==> config.mk <==
export PLATFORM = sky130hd
export DESIGN_NAME = uart_rx_fifo_flat
export DESIGN_NICKNAME = d
export VERILOG_FILES = /design/src/rtl/uart_rx_fifo_if.sv /design/src/rtl/uart_rx_fifo.sv /design/src/flat_wrapper.sv
export SDC_FILE = /design/constraint.sdc
export NUM_CORES = 1
export LEC_CHECK = 0
export CORE_ASPECT_RATIO = 1.4
export CORE_MARGIN = 2
export CORE_UTILIZATION = 44
export CTS_BUF_LIST = sky130_fd_sc_hd__clkbuf_8
export DETAILED_ROUTE_END_ITERATION = 7
export SYNTH_ARGS = -nofsm -noshare
export SYNTH_HDL_FRONTEND = slang
export SYNTH_SLANG_ARGS = --single-unit
==> constraint.sdc <==
create_clock -name clk25 -period 2.65 [get_ports clk25]
set_input_delay 0.53 -clock clk25 [delete_from_list [all_inputs] [get_ports clk25]]
set_output_delay 0.53 -clock clk25 [all_outputs]
set_load 0.01 [all_outputs]
==> src/rtl/uart_rx_fifo_if.sv <==
// uart_rx_fifo_if: byte stream handshake from the serial receiver to the keyboard/PIA logic
interface uart_rx_fifo_if;
  logic [7:0] rx_data;
  logic       rx_valid;
  logic       rx_ready;
  modport master (output rx_data, rx_valid, input rx_ready);
  modport slave  (input rx_data, rx_valid, output rx_ready);
endinterface

==> src/rtl/uart_rx_fifo.sv <==
// uart_rx_fifo: 8N1 serial receiver with FWFT byte FIFO and registered active-low CTS
module uart_rx_fifo #(
  parameter int CLK_FREQ   = 25000000,
  parameter int BAUD       = 115200,
  parameter int FIFO_DEPTH = 4,
  parameter int CTS_THRESH = 2
) (
  input  logic          clk25,
  input  logic          rst,
  input  logic          uart_rx,
  uart_rx_fifo_if.master rx,
  output logic          uart_cts,
  output logic          frame_err,
  output logic          overrun
);
  localparam int CPB  = CLK_FREQ / BAUD;
  localparam int HALF = CPB / 2;
  localparam int CW   = $clog2(CPB);
  localparam int AW   = $clog2(FIFO_DEPTH);
  localparam int NW   = AW + 1;
  localparam logic [NW-1:0] FULL = NW'(FIFO_DEPTH);
  localparam logic [1:0] IDLE = 2'd0, START = 2'd1, DATA = 2'd2, STOP = 2'd3;

  logic          rx_m, rx_s, armed;
  logic [1:0]    state;
  logic [CW-1:0] cnt;
  logic [2:0]    bit_idx;
  logic [7:0]    sh;
  logic [7:0]    mem [FIFO_DEPTH];
  logic [AW-1:0] wp, rp;
  logic [NW-1:0] count, count_next;
  logic          tick_half, tick_bit, tick, stop_smp, push, pop, accept;

  assign tick_half  = cnt == CW'(HALF - 1);
  assign tick_bit   = cnt == CW'(CPB - 1);
  assign tick       = (state == START) ? tick_half : tick_bit;
  assign stop_smp   = state == STOP && tick_bit;
  assign push       = stop_smp && rx_s;
  assign pop        = rx.rx_valid && rx.rx_ready;
  assign accept     = push && (count < FULL || pop);
  assign count_next = count + NW'(accept) - NW'(pop);
  assign rx.rx_valid = count != '0;
  assign rx.rx_data  = rx.rx_valid ? mem[rp] : 8'h00;

  always_ff @(posedge clk25) begin
    if (rst) {rx_m, rx_s} <= 2'b11;
    else {rx_m, rx_s} <= {uart_rx, rx_m};
  end

  // armed only after a high sample in IDLE, so a held-low line cannot retrigger
  always_ff @(posedge clk25) begin
    if (rst) begin
      state     <= IDLE;
      cnt       <= '0;
      bit_idx   <= '0;
      sh        <= '0;
      armed     <= 1'b0;
      frame_err <= 1'b0;
      overrun   <= 1'b0;
    end else begin
      frame_err <= stop_smp && !rx_s;
      overrun   <= push && !accept;
      armed     <= state == IDLE && rx_s;
      cnt       <= (state == IDLE || tick) ? '0 : cnt + CW'(1);
      case (state)
        IDLE: begin
          bit_idx <= '0;
          if (armed && !rx_s) state <= START;
        end
        START: if (tick_half) state <= rx_s ? IDLE : DATA;
        DATA: if (tick_bit) begin
          sh      <= {rx_s, sh[7:1]};
          bit_idx <= bit_idx + 3'd1;
          if (bit_idx == 3'd7) state <= STOP;
        end
        STOP: if (tick_bit) state <= IDLE;
        default: state <= IDLE;
      endcase
    end
  end

  always_ff @(posedge clk25) begin
    if (accept) mem[wp] <= sh;
  end

  always_ff @(posedge clk25) begin
    if (rst) begin
      wp       <= '0;
      rp       <= '0;
      count    <= '0;
      uart_cts <= 1'b1;
    end else begin
      if (accept) wp <= wp + AW'(1);
      if (pop) rp <= rp + AW'(1);
      count    <= count_next;
      uart_cts <= count_next >= NW'(CTS_THRESH);
    end
  end
endmodule

==> src/flat_wrapper.sv <==
// flat-port wrapper written by rule: the top's interface ports become plain ports
module uart_rx_fifo_flat 
#(
  parameter int CLK_FREQ   = 25000000,
  parameter int BAUD       = 115200,
  parameter int FIFO_DEPTH = 4,
  parameter int CTS_THRESH = 2
)
  (clk25, rst, uart_rx, uart_cts, frame_err, overrun, rx_rx_data, rx_rx_valid, rx_rx_ready);
  uart_rx_fifo_if rx_i ();
  input  logic clk25;
  input  logic rst;
  input  logic uart_rx;
  output logic uart_cts;
  output logic frame_err;
  output logic overrun;
  output wire logic [$bits(rx_i.rx_data)-1:0] rx_rx_data;
  output wire logic [$bits(rx_i.rx_valid)-1:0] rx_rx_valid;
  input wire logic [$bits(rx_i.rx_ready)-1:0] rx_rx_ready;
  assign rx_rx_data = rx_i.rx_data;
  assign rx_rx_valid = rx_i.rx_valid;
  assign rx_i.rx_ready = rx_rx_ready;
  uart_rx_fifo #(.CLK_FREQ(CLK_FREQ), .BAUD(BAUD), .FIFO_DEPTH(FIFO_DEPTH), .CTS_THRESH(CTS_THRESH)) u_core (.clk25(clk25), .rst(rst), .uart_rx(uart_rx), .rx(rx_i), .uart_cts(uart_cts), .frame_err(frame_err), .overrun(overrun));
endmodule
==> metrics.md, run 1 <==
| Metric | Value |
|---|---|
| Clock slew seen by the registers of the worst setup and hold paths | 80 ps |
| Unrepaired setup endpoints after global routing | no |
| FF+latch count, synth | 68 |
| Area of the core | 0.00621 mm2 |
| Area of the mapped netlist | 0.00282 mm2 |
| Final antenna-violating net count | 0 |
| Initial standard-cell utilization of the core | 45.4% |
| Total I/O pin count | 16 |
| Max Transition Viols Final | 0 |
| Total Nets Final | 257 |
| Smallest setup slack after layout | 123 ps |
| PortBufs | 15 |
| Via count of the first global-routing pass | 1610 |
| Drt via density | 5.03 |
| Worst hold path type | flop to flop |
| Sum of negative setup slack | 0 ps |
| DP Area | 0.00306 mm2 |
| Violation count after the first detailed-route iteration | 100 |
| Final setup viols | 0 |
| Height of the die | 98.8 um |
| Global routing usage summed across all routing layers | 14.5% |
| Power per cell area | 823 mW/mm2 |
| Critical path capture point type | output pin |
| Switching Share | 26.5% |
| Warnings from Yosys | 0 |
| Detail-routed net length per standard cell | 14.1 um |
| Placement row count | 34 |
| Pin count of the biggest net entering global routing | 20 |
| Highest ir drop seen on vdd | 0.337 mV |
| Die Area | 0.00708 mm2 |
| Part of the total power dissipated in sequential elements | 43.9% |
| Clock tree from TritonCTS | done |
| Shortest clock period the worst path allows after layout | 2530 ps |
| Net switching power figure | 710 uW |
| Final routed DRC violation total | 0 |
| Clock tree buffer depth | 2 |
| Comb pwr share | 25.0% |
| Final weighted congestion of routability-driven global placement | 0.741 |
| Cell taking the most area after synthesis | sky130_fd_sc_hd__edfxtp_1 |
| Average cell area after synthesis | 12.9 um2 |
| Reported leakage power | 0.00117 uW |
| Worst endpoint data arrival time | 2000 ps |
| Max FO, Critical Path | 8 |
| Area growth, synth to finish | 15.5% |
| Clock tree sinks | 68 |
| Count of instances resized after the clock tree is built | 0 |
| Internal power component | 1970 uW |
| Global-route wire length before repair | 7800 um |
| Half-perimeter wire length of the detailed placement result | 3090 um |
| Clock group share of total power | 31.1% |
| Share of Yosys cell area claimed by the top area cell type | 34.1% |
| Die width | 71.7 um |
| Number of antenna violations at the first check in global routing | 0 |
| Hold Fails Final Rpt | 0 |
| Area of all placed cells without fillers | 0.00326 mm2 |
| Setup crit start kind | flop |
| Share of the yosys chip area belonging to registers | 59.6% |
| Synthesized Nets | 233 |
| Congestion Overflow GR | 0 |
| Share of cells above drive strength 1 | 16.2% |
| Data required time of the worst path | 2120 ps |
| Status | completed |
| Mapped Cells | 218 |
| Hold_ws | 413 ps |
| Total length of routed wires | 4510 um |
| Measured slew at the worst slew-check pin | 678 ps |
| Fmax achieved | 396 MHz |
| Level count of the clock H-tree | 3 |
| Number of unique standard cell types used by synthesis | 42 |
| Number of vias after detailed routing | 1605 |
| Kind of critical path | flop to output pin |
| Root buffer cell | sky130_fd_sc_hd__clkbuf_8 |
| Insertion delay to the later sink of the worst-skew pair | 340 ps |
| Number of buffers inserted for hold repair after clock tree synthesis | 0 |
| Antenna diodes | 0 |
| Leading post-synthesis cells by cell area | sky130_fd_sc_hd__edfxtp_1 34%, sky130_fd_sc_hd__dfxtp_1 26%, sky130_fd_sc_hd__mux4_2 6.4% |
| Post-placement setup slack | 49.5 ps |
| Max-cap violations | 0 |
| 1st-pass router iterations | 4 |
| Post-CTS Setup Inserts | 0 |
| Final period utilization | 95.4% |
| CTS buffer count | 9 |
| Slew Limit Headroom | 54.7% |
| Final worst clock skew | 7.63 ps |
==> synth_stat cells, drive strengths merged <==
master,instances
dfxtp,36
edfxtp,32
nor2,25
and2,10
ha,10
inv,10
mux2i,9
mux4,8
a21oi,6
and3,6
buf,6
nand3,6
nor3,5
o21ai,5
xnor2,5
xor2,5
clkbuf,4
nand2b,4
nand2,3
nand3b,3
nand4,2
nand4b,2
nor2b,2
or2,2
or3,2
a22oi,1
a311oi,1
a31oi,1
and3b,1
and4b,1
fa,1
nor4,1
o21bai,1
o311a,1
o31ai,1
==> cell families (layout without fill, tap and decap cells) <==
group,after synthesis,count (layout),share of synthesized area [%]
muxes,17,17,9.58
adders and majority gates,11,11,5.14
DFF,68,68,59.6
xor gates and xnor gates,10,10,3.10
buffers and inverters,20,49,3.55
AOI/OAI and AO/OA,17,17,3.90
and+or+nand+nor,75,75,15.1
==> worst paths after layout <==
path | from | endpoint | slack [ps] | cells past startpoint
hold / removal | u_core.rx_m | u_core.rx_s | 410 | 1
setup reg to reg | u_core.count[1] | u_core.uart_cts | 290 | 10
setup / recovery | flop | rx_rx_data[1] | 120 | 4
hold reg to reg | u_core.rx_m | u_core.rx_s | 410 | 1
==> worst max-delay path, cell delays in order (launching register included) <==
cell and delay (ps):
sky130_fd_sc_hd__dfxtp_1 310, sky130_fd_sc_hd__buf_4 200, sky130_fd_sc_hd__mux4_2 510, sky130_fd_sc_hd__and2_1 170, sky130_fd_sc_hd__clkdlybuf4s50_1 470
==> power by group through the flow <==
stage / Clock, uW / Combinational, uW / Sequential [uW]
2_1_floorplan: 0 / 411 / 1190
3_3_place_gp: 0 / 674 / 1200
3_5_place_dp: 0 / 680 / 1200
4_1_cts: 861 / 684 / 1180
5_1_grt: 899 / 745 / 1190
6_report: 834 / 670 / 1180
==> state kept, by name, indices dropped and copies added, names as in the netlist, 2 cells and up, named ones only <==
signal / flops
u_core.sh: 8
u_core.mem: 32
u_core.count: 3
u_core.wp: 2
u_core.bit_idx: 3
u_core.cnt: 8
u_core.rp: 2
==> cell type report <==
cell class / instances / area (um2)
clock buffers: 9 / 124
multi-input cells: 130 / 1040
clock inverters: 7 / 75.1
repair buffers: 23 / 210
well taps: 72 / 90.1
flip-flops and latches: 68 / 1680
fillers: 558 / 2950
inverters: 10 / 37.5
==> through the flow <==
step	std cells	total power, uW	util (%)
2_1_floorplan	218	1600	-
3_3_place_gp	303	1880	49.3
3_5_place_dp	303	1880	49.3
4_1_cts	319	2720	52.5
5_1_grt	319	2830	52.5
6_report	319	2680	52.5
==> routing by layer <==
metal	up-vias	GRT usage [%]	wire, um
met1	751	17.7	2030
met4	0	7.84	121
li1	824	-	-
met3	10	2.45	97
met5	-	0	0
met2	20	24.1	2260
==> placed cells by master (no fill, tap or decap), types with 2 or more instances in the layout <==
| master | instances |
|---|---|
| sky130_fd_sc_hd__mux2i_1 | 9 |
| sky130_fd_sc_hd__xnor2_1 | 5 |
| sky130_fd_sc_hd__mux4_2 | 8 |
| sky130_fd_sc_hd__nor2b_1 | 2 |
| sky130_fd_sc_hd__inv_1 | 9 |
| sky130_fd_sc_hd__o21ai_1 | 4 |
| sky130_fd_sc_hd__ha_1 | 10 |
| sky130_fd_sc_hd__clkinvlp_4 | 3 |
| sky130_fd_sc_hd__clkbuf_8 | 9 |
| sky130_fd_sc_hd__xor2_1 | 5 |
| sky130_fd_sc_hd__nor3_1 | 4 |
| sky130_fd_sc_hd__nand2b_1 | 4 |
| sky130_fd_sc_hd__nand3b_1 | 3 |
| sky130_fd_sc_hd__or3_1 | 2 |
| sky130_fd_sc_hd__edfxtp_1 | 32 |
| sky130_fd_sc_hd__dfxtp_1 | 36 |
| sky130_fd_sc_hd__buf_4 | 8 |
| sky130_fd_sc_hd__and3_1 | 6 |
| sky130_fd_sc_hd__nand4_1 | 2 |
| sky130_fd_sc_hd__and2_1 | 10 |
| sky130_fd_sc_hd__nor2_1 | 25 |
| sky130_fd_sc_hd__or2_2 | 2 |
| sky130_fd_sc_hd__a21oi_1 | 5 |
| sky130_fd_sc_hd__nand3_1 | 6 |
| sky130_fd_sc_hd__nand2_1 | 3 |
| sky130_fd_sc_hd__clkdlybuf4s50_1 | 15 |
Note: power is estimated with default switching activity, not from simulation.
==> inputs of run 2 (changes only) <==
Settings changed: ABC_CLOCK_PERIOD_IN_PS set to 2650, CORE_UTILIZATION 44 to 61, PLACE_DENSITY set to 0.81.
==> run 2 against run 1 <==
Design area is 0.84% lower. Core utilization up 19 points. Non-clock buffer count shrank 1. Wire length decreased by 2.7%. First-iteration DRC count down 50%. Worst hold slack improved by 2.2 ps. Via count rose by 2.6%. Clock skew down 2.6 ps. Total power is 1.3% lower. Global-route usage is 5.6 points higher. Final cell count fell by 3.4%. Critical path type unchanged.
==> metrics.md, run 2 (same netlist as run 1, synthesis figures left out) <==
| Metric | Value |
|---|---|
| Global-route wire length before repair | 7500 um |
| PortBufs | 15 |
| Initial standard-cell utilization of the core | 62.7% |
| Number of vias after detailed routing | 1647 |
| CTS buffer count | 9 |
| Worst endpoint data arrival time | 2020 ps |
| Congestion Overflow GR | 0 |
| Area of all placed cells without fillers | 0.00323 mm2 |
| Length in cells of the worst reg-to-reg path | 10 |
| Half-perimeter wire length of the detailed placement result | 3030 um |
| Smallest setup slack after layout | 103 ps |
| Hold_ws | 415 ps |
| Measured slew at the worst slew-check pin | 528 ps |
| Post-placement setup slack | 31.2 ps |
| Max-cap violations | 0 |
| Reg2Reg Setup Slack | 270 ps |
| Reported leakage power | 0.00117 uW |
| Cell depth of the worst hold path | 1 |
| 1st-pass router iterations | 4 |
| Comb pwr share | 25.2% |
| Switching Share | 26.0% |
| Most common cell after layout, fill and taps aside | sky130_fd_sc_hd__dfxtp_1 |
| Final setup viols | 0 |
| Slew Limit Headroom | 64.7% |
| CP max-delay cell | sky130_fd_sc_hd__mux4_2 |
| Post-CTS Setup Inserts | 0 |
| Area growth, synth to finish | 14.5% |
| Total I/O pin count | 16 |
| Drt via density | 5.35 |
| Height of the die | 84.5 um |
| Total power | 2650 uW |
| Share of cells above drive strength 1 | 15.4% |
| Commonest non-fill, non-tap cells in the layout | 36 x sky130_fd_sc_hd__dfxtp_1, 32 x sky130_fd_sc_hd__edfxtp_1, 25 x sky130_fd_sc_hd__nor2_1 |
| Detail-routed net length per standard cell | 14.2 um |
| Final worst clock skew | 5.04 ps |
| Max Transition Viols Final | 0 |
| Global routing usage summed across all routing layers | 20.1% |
| Bufs and invs on worst path | 2 |
| Max FO, Critical Path | 8 |
| Placement row count | 29 |
| Number of buffers inserted for hold repair after clock tree synthesis | 0 |
| Total length of routed wires | 4380 um |
| Fmax achieved | 393 MHz |
| Die Area | 0.00519 mm2 |
| Final weighted congestion of routability-driven global placement | 0.773 |
| Internal power component | 1960 uW |
| Clock tree from TritonCTS | done |
| Level count of the clock H-tree | 3 |
| Pin count of the biggest net entering global routing | 18 |
| Largest registers ranked by flip-flop count | u_core.mem: 32 flops, u_core.cnt: 8 flops, u_core.sh: 8 flops |
| Critical path capture point type | output pin |
| Clock group share of total power | 30.2% |
| Hold Fails Final Rpt | 0 |
| Final antenna-violating net count | 0 |
| Setup crit start kind | flop |
| Status | completed |
| Antenna diodes | 0 |
| Net switching power figure | 688 uW |
| Area of the core | 0.00450 mm2 |
| Cell type group with the largest total delay on the critical path | buffers and inverters |
| Kind of critical path | flop to output pin |
| Worst hold path type | flop to flop |
| Number of flip-flops under the largest register name | 32 |
| Root buffer cell | sky130_fd_sc_hd__clkbuf_8 |
| Most flops, register | u_core.mem |
| Final routed DRC violation total | 0 |
| Total Nets Final | 256 |
| Insertion delay to the later sink of the worst-skew pair | 340 ps |
| Data required time of the worst path | 2120 ps |
| Via count of the first global-routing pass | 1625 |
| DP Area | 0.00304 mm2 |
| Shortest clock period the worst path allows after layout | 2550 ps |
| Part of the total power dissipated in sequential elements | 44.6% |
| Power per cell area | 820 mW/mm2 |
| Violation count after the first detailed-route iteration | 50 |
| Clock slew seen by the registers of the worst setup and hold paths | 70 ps |
| Clock tree sinks | 68 |
| Die width | 61.5 um |
| Longest individual stage delay on the worst path | 530 ps |
| Clock tree buffer depth | 2 |
| Cells along the critical path | buf_4 -> mux4_2 -> and2_1 -> clkdlybuf4s50_1 |
| Final period utilization | 96.1% |
| Unrepaired setup endpoints after global routing | no |
| Number of logic stages on the critical path including buffering | 4 |
| Number of antenna violations at the first check in global routing | 0 |
| Highest ir drop seen on vdd | 0.866 mV |
| Count of instances resized after the clock tree is built | 0 |
| Sum of negative setup slack | 0 ps |
## run 2: routing by layer
| metal | global-route usage, % | vias up | wire length (um) |
|---|---|---|---|
| met3 | 6.47 | 8 | 137 |
| met1 | 23.6 | 791 | 1890 |
| li1 | - | 822 | - |
| met5 | 0 | - | 0 |
| met4 | 10.4 | 0 | 91 |
| met2 | 31.9 | 26 | 2260 |
## run 2: path summary, 6_finish.rpt
| check | startpoint | to |
|---|---|---|
| hold reg to reg | u_core.rx_m | u_core.rx_s |
| setup reg to reg | u_core.count[1] | u_core.count[2] |
| setup / recovery | flop | rx_rx_data[5] |
| hold / removal | u_core.rx_m | u_core.rx_s |
## run 2: power by group through the flow
stage                     clock network [uW]  registers, uW  logic [uW]
after global routing                     860           1180         747
after CTS                                820           1180         681
after global placement                     0           1200         660
after floorplan                            0           1190         411
final                                    801           1180         667
after detailed placement                   0           1200         677
## run 2: cell type report
class	count	area [um2]
flip-flops and latches	68	1680
fillers	333	1270
multi-input cells	130	1040
repair buffers	22	203
clock buffers	9	124
well taps	62	77.6
clock inverters	7	67.6
inverters	10	37.5
## run 2: through the flow
| step | utilization (%) | std cells |
|---|---|---|
| after CTS | 71.8 | 308 |
| after floorplan | - | 218 |
| final | 71.8 | 308 |
| after detailed placement | 67.5 | 292 |
| after global placement | 67.5 | 292 |
| after global routing | 71.8 | 308 |
==> inputs of run 3 (changes only) <==
Settings changed: PLACE_DENSITY 0.81 to not set, PLACE_DENSITY_LB_ADDON set to 0.2.
==> run 3 against run 2 <==
Largest power group unchanged. Worst hold slack better by 9.5 ps. Fmax up 0.58%. Via count up 2.4%.
==> metrics.md, run 3 (same netlist as run 1, synthesis figures left out) <==
| Metric | Value |
|---|---|
| Violation count after the first detailed-route iteration | 56 |
| Global routing usage summed across all routing layers | 21.7% |
| Final antenna-violating net count | 0 |
| Via count of the first global-routing pass | 1726 |
| Initial standard-cell utilization of the core | 62.7% |
| Total length of routed wires | 4820 um |
| Number of placed instances, taps included | 292 |
| Final Instance Count excl. Fillers | 308 |
| Kind of critical path | flop to output pin |
| PortBufs | 15 |
| Clock slew seen by the registers of the worst setup and hold paths | 70 ps |
| Most flops, register | u_core.mem |
| Area of the core | 0.00450 mm2 |
| Worst hold path type | flop to flop |
| Pin count of the biggest net entering global routing | 20 |
| Post-Route Utilization | 72.1% |
| Post-CTS Setup Inserts | 0 |
| 1st-pass router iterations | 4 |
| Total I/O pin count | 16 |
| CP max-delay cell | sky130_fd_sc_hd__mux4_2 |
| Die width | 61.5 um |
| Max-cap violations | 0 |
| Number of flip-flops under the largest register name | 32 |
| Number of antenna violations at the first check in global routing | 0 |
| Number of vias after detailed routing | 1687 |
| Share of cells above drive strength 1 | 15.9% |
| Cells along the critical path | buf_4 -> mux4_2 -> and2_1 -> clkdlybuf4s50_1 |
| Total Nets Final | 256 |
| Height of the die | 84.5 um |
| Data required time of the worst path | 2120 ps |
| Detail-routed net length per standard cell | 15.6 um |
| Post-placement setup slack | -71.0 ps |
| Cell depth of the worst hold path | 1 |
| Number of fillers in the final layout | 357 |
| Reported leakage power | 0.00120 uW |
| Status | completed |
| Global-route wire length before repair | 8090 um |
| Setup crit start kind | flop |
| Insertion delay to the later sink of the worst-skew pair | 330 ps |
| Longest individual stage delay on the worst path | 520 ps |
| Total power | 2680 uW |
| Length in cells of the worst reg-to-reg path | 10 |
| Clock tree from TritonCTS | done |
| CTS buffer count | 9 |
| Largest registers ranked by flip-flop count | u_core.mem: 32 flops, u_core.cnt: 8 flops, u_core.sh: 8 flops |
| Final period utilization | 95.5% |
| Clock tree buffer depth | 2 |
| Worst endpoint data arrival time | 2000 ps |
| Antenna diodes | 0 |
| Congestion Overflow GR | 0 |
| Power per cell area | 827 mW/mm2 |
| Root buffer cell | sky130_fd_sc_hd__clkbuf_8 |
| Fmax achieved | 395 MHz |
| Drt via density | 5.48 |
| Most common cell after layout, fill and taps aside | sky130_fd_sc_hd__dfxtp_1 |
| Measured slew at the worst slew-check pin | 631 ps |
| Slew Limit Headroom | 57.8% |
| Highest ir drop seen on vdd | 0.538 mV |
| Critical path capture point type | output pin |
| Sum of negative setup slack | 0 ps |
| Final worst clock skew | 4.95 ps |
| Area growth, synth to finish | 14.9% |
| Final setup viols | 0 |
| Shortest clock period the worst path allows after layout | 2530 ps |
| Max FO, Critical Path | 8 |
| Number of buffers inserted for hold repair after clock tree synthesis | 0 |
| Final weighted congestion of routability-driven global placement | 0.768 |
| Commonest non-fill, non-tap cells in the layout | 35 x sky130_fd_sc_hd__dfxtp_1, 32 x sky130_fd_sc_hd__edfxtp_1, 25 x sky130_fd_sc_hd__nor2_1 |
| Smallest setup slack after layout | 118 ps |
| Placement row count | 29 |
| Max Transition Viols Final | 0 |
| Hold Fails Final Rpt | 0 |
| Half-perimeter wire length of the detailed placement result | 3400 um |
| Die Area | 0.00519 mm2 |
| Final routed DRC violation total | 0 |
| Level count of the clock H-tree | 3 |
| Clock tree sinks | 68 |
[run 3: changes by cell type in the layout (fill, tap and decap cells not counted), sizes merged]
cell	before	now
clkbuf	9	10
clkinvlp	2	0
clkinv	4	3
inv	10	12
[run 3: worst paths after layout]
kind	start	to	slack (ps)
setup / recovery	flop	rx_rx_data[0]	120
hold / removal	u_core.rx_m	u_core.rx_s	420
setup reg to reg	u_core.count[1]	u_core.uart_cts	180
hold reg to reg	u_core.rx_m	u_core.rx_s	420
[run 3: metrics by stage]
step | instance area (um2) | hold WS, ps
after CTS | 3230 | 430
after global placement | 3040 | 398
after floorplan | 2820 | 389
after detailed placement | 3040 | 403
after global routing | 3240 | 461
final | 3240 | 424
[run 3: routing by layer]
layer	wire, um	track usage (%)
met5	0	0
met4	81	9.86
met3	172	6.16
met2	2660	37.0
met1	1900	24.1
[run 3: layout make-up]
cell class | count | area, um2 | share of cell area (%)
clock inverters | 6 | 56.3 | 1.74
inverters | 10 | 37.5 | 1.16
multi-input cells | 130 | 1050 | 32.3
repair buffers | 22 | 203 | 6.25
clock buffers | 10 | 138 | 4.24
flip-flops and latches | 68 | 1680 | 51.9
well taps | 62 | 77.6 | 2.39
[run 3: critical path, delay by kind of cell, from the launching register on]
family	cells	cell delay, ps
buf+inv	2	660
flops	1	310
simple gates	1	170
mux	1	520
[run 3: report_power, final]
part	internal [uW]	total [uW]	switching, uW
logic	403	696	293
clock network	451	803	352
registers	1140	1180	37.9
total	2000	2680	683
[run 3: what timing repair did]
item	in CTS	in global routing
resized for setup	0	3
endpoints found under the hold margin	0	0
setup endpoints to repair	0	1
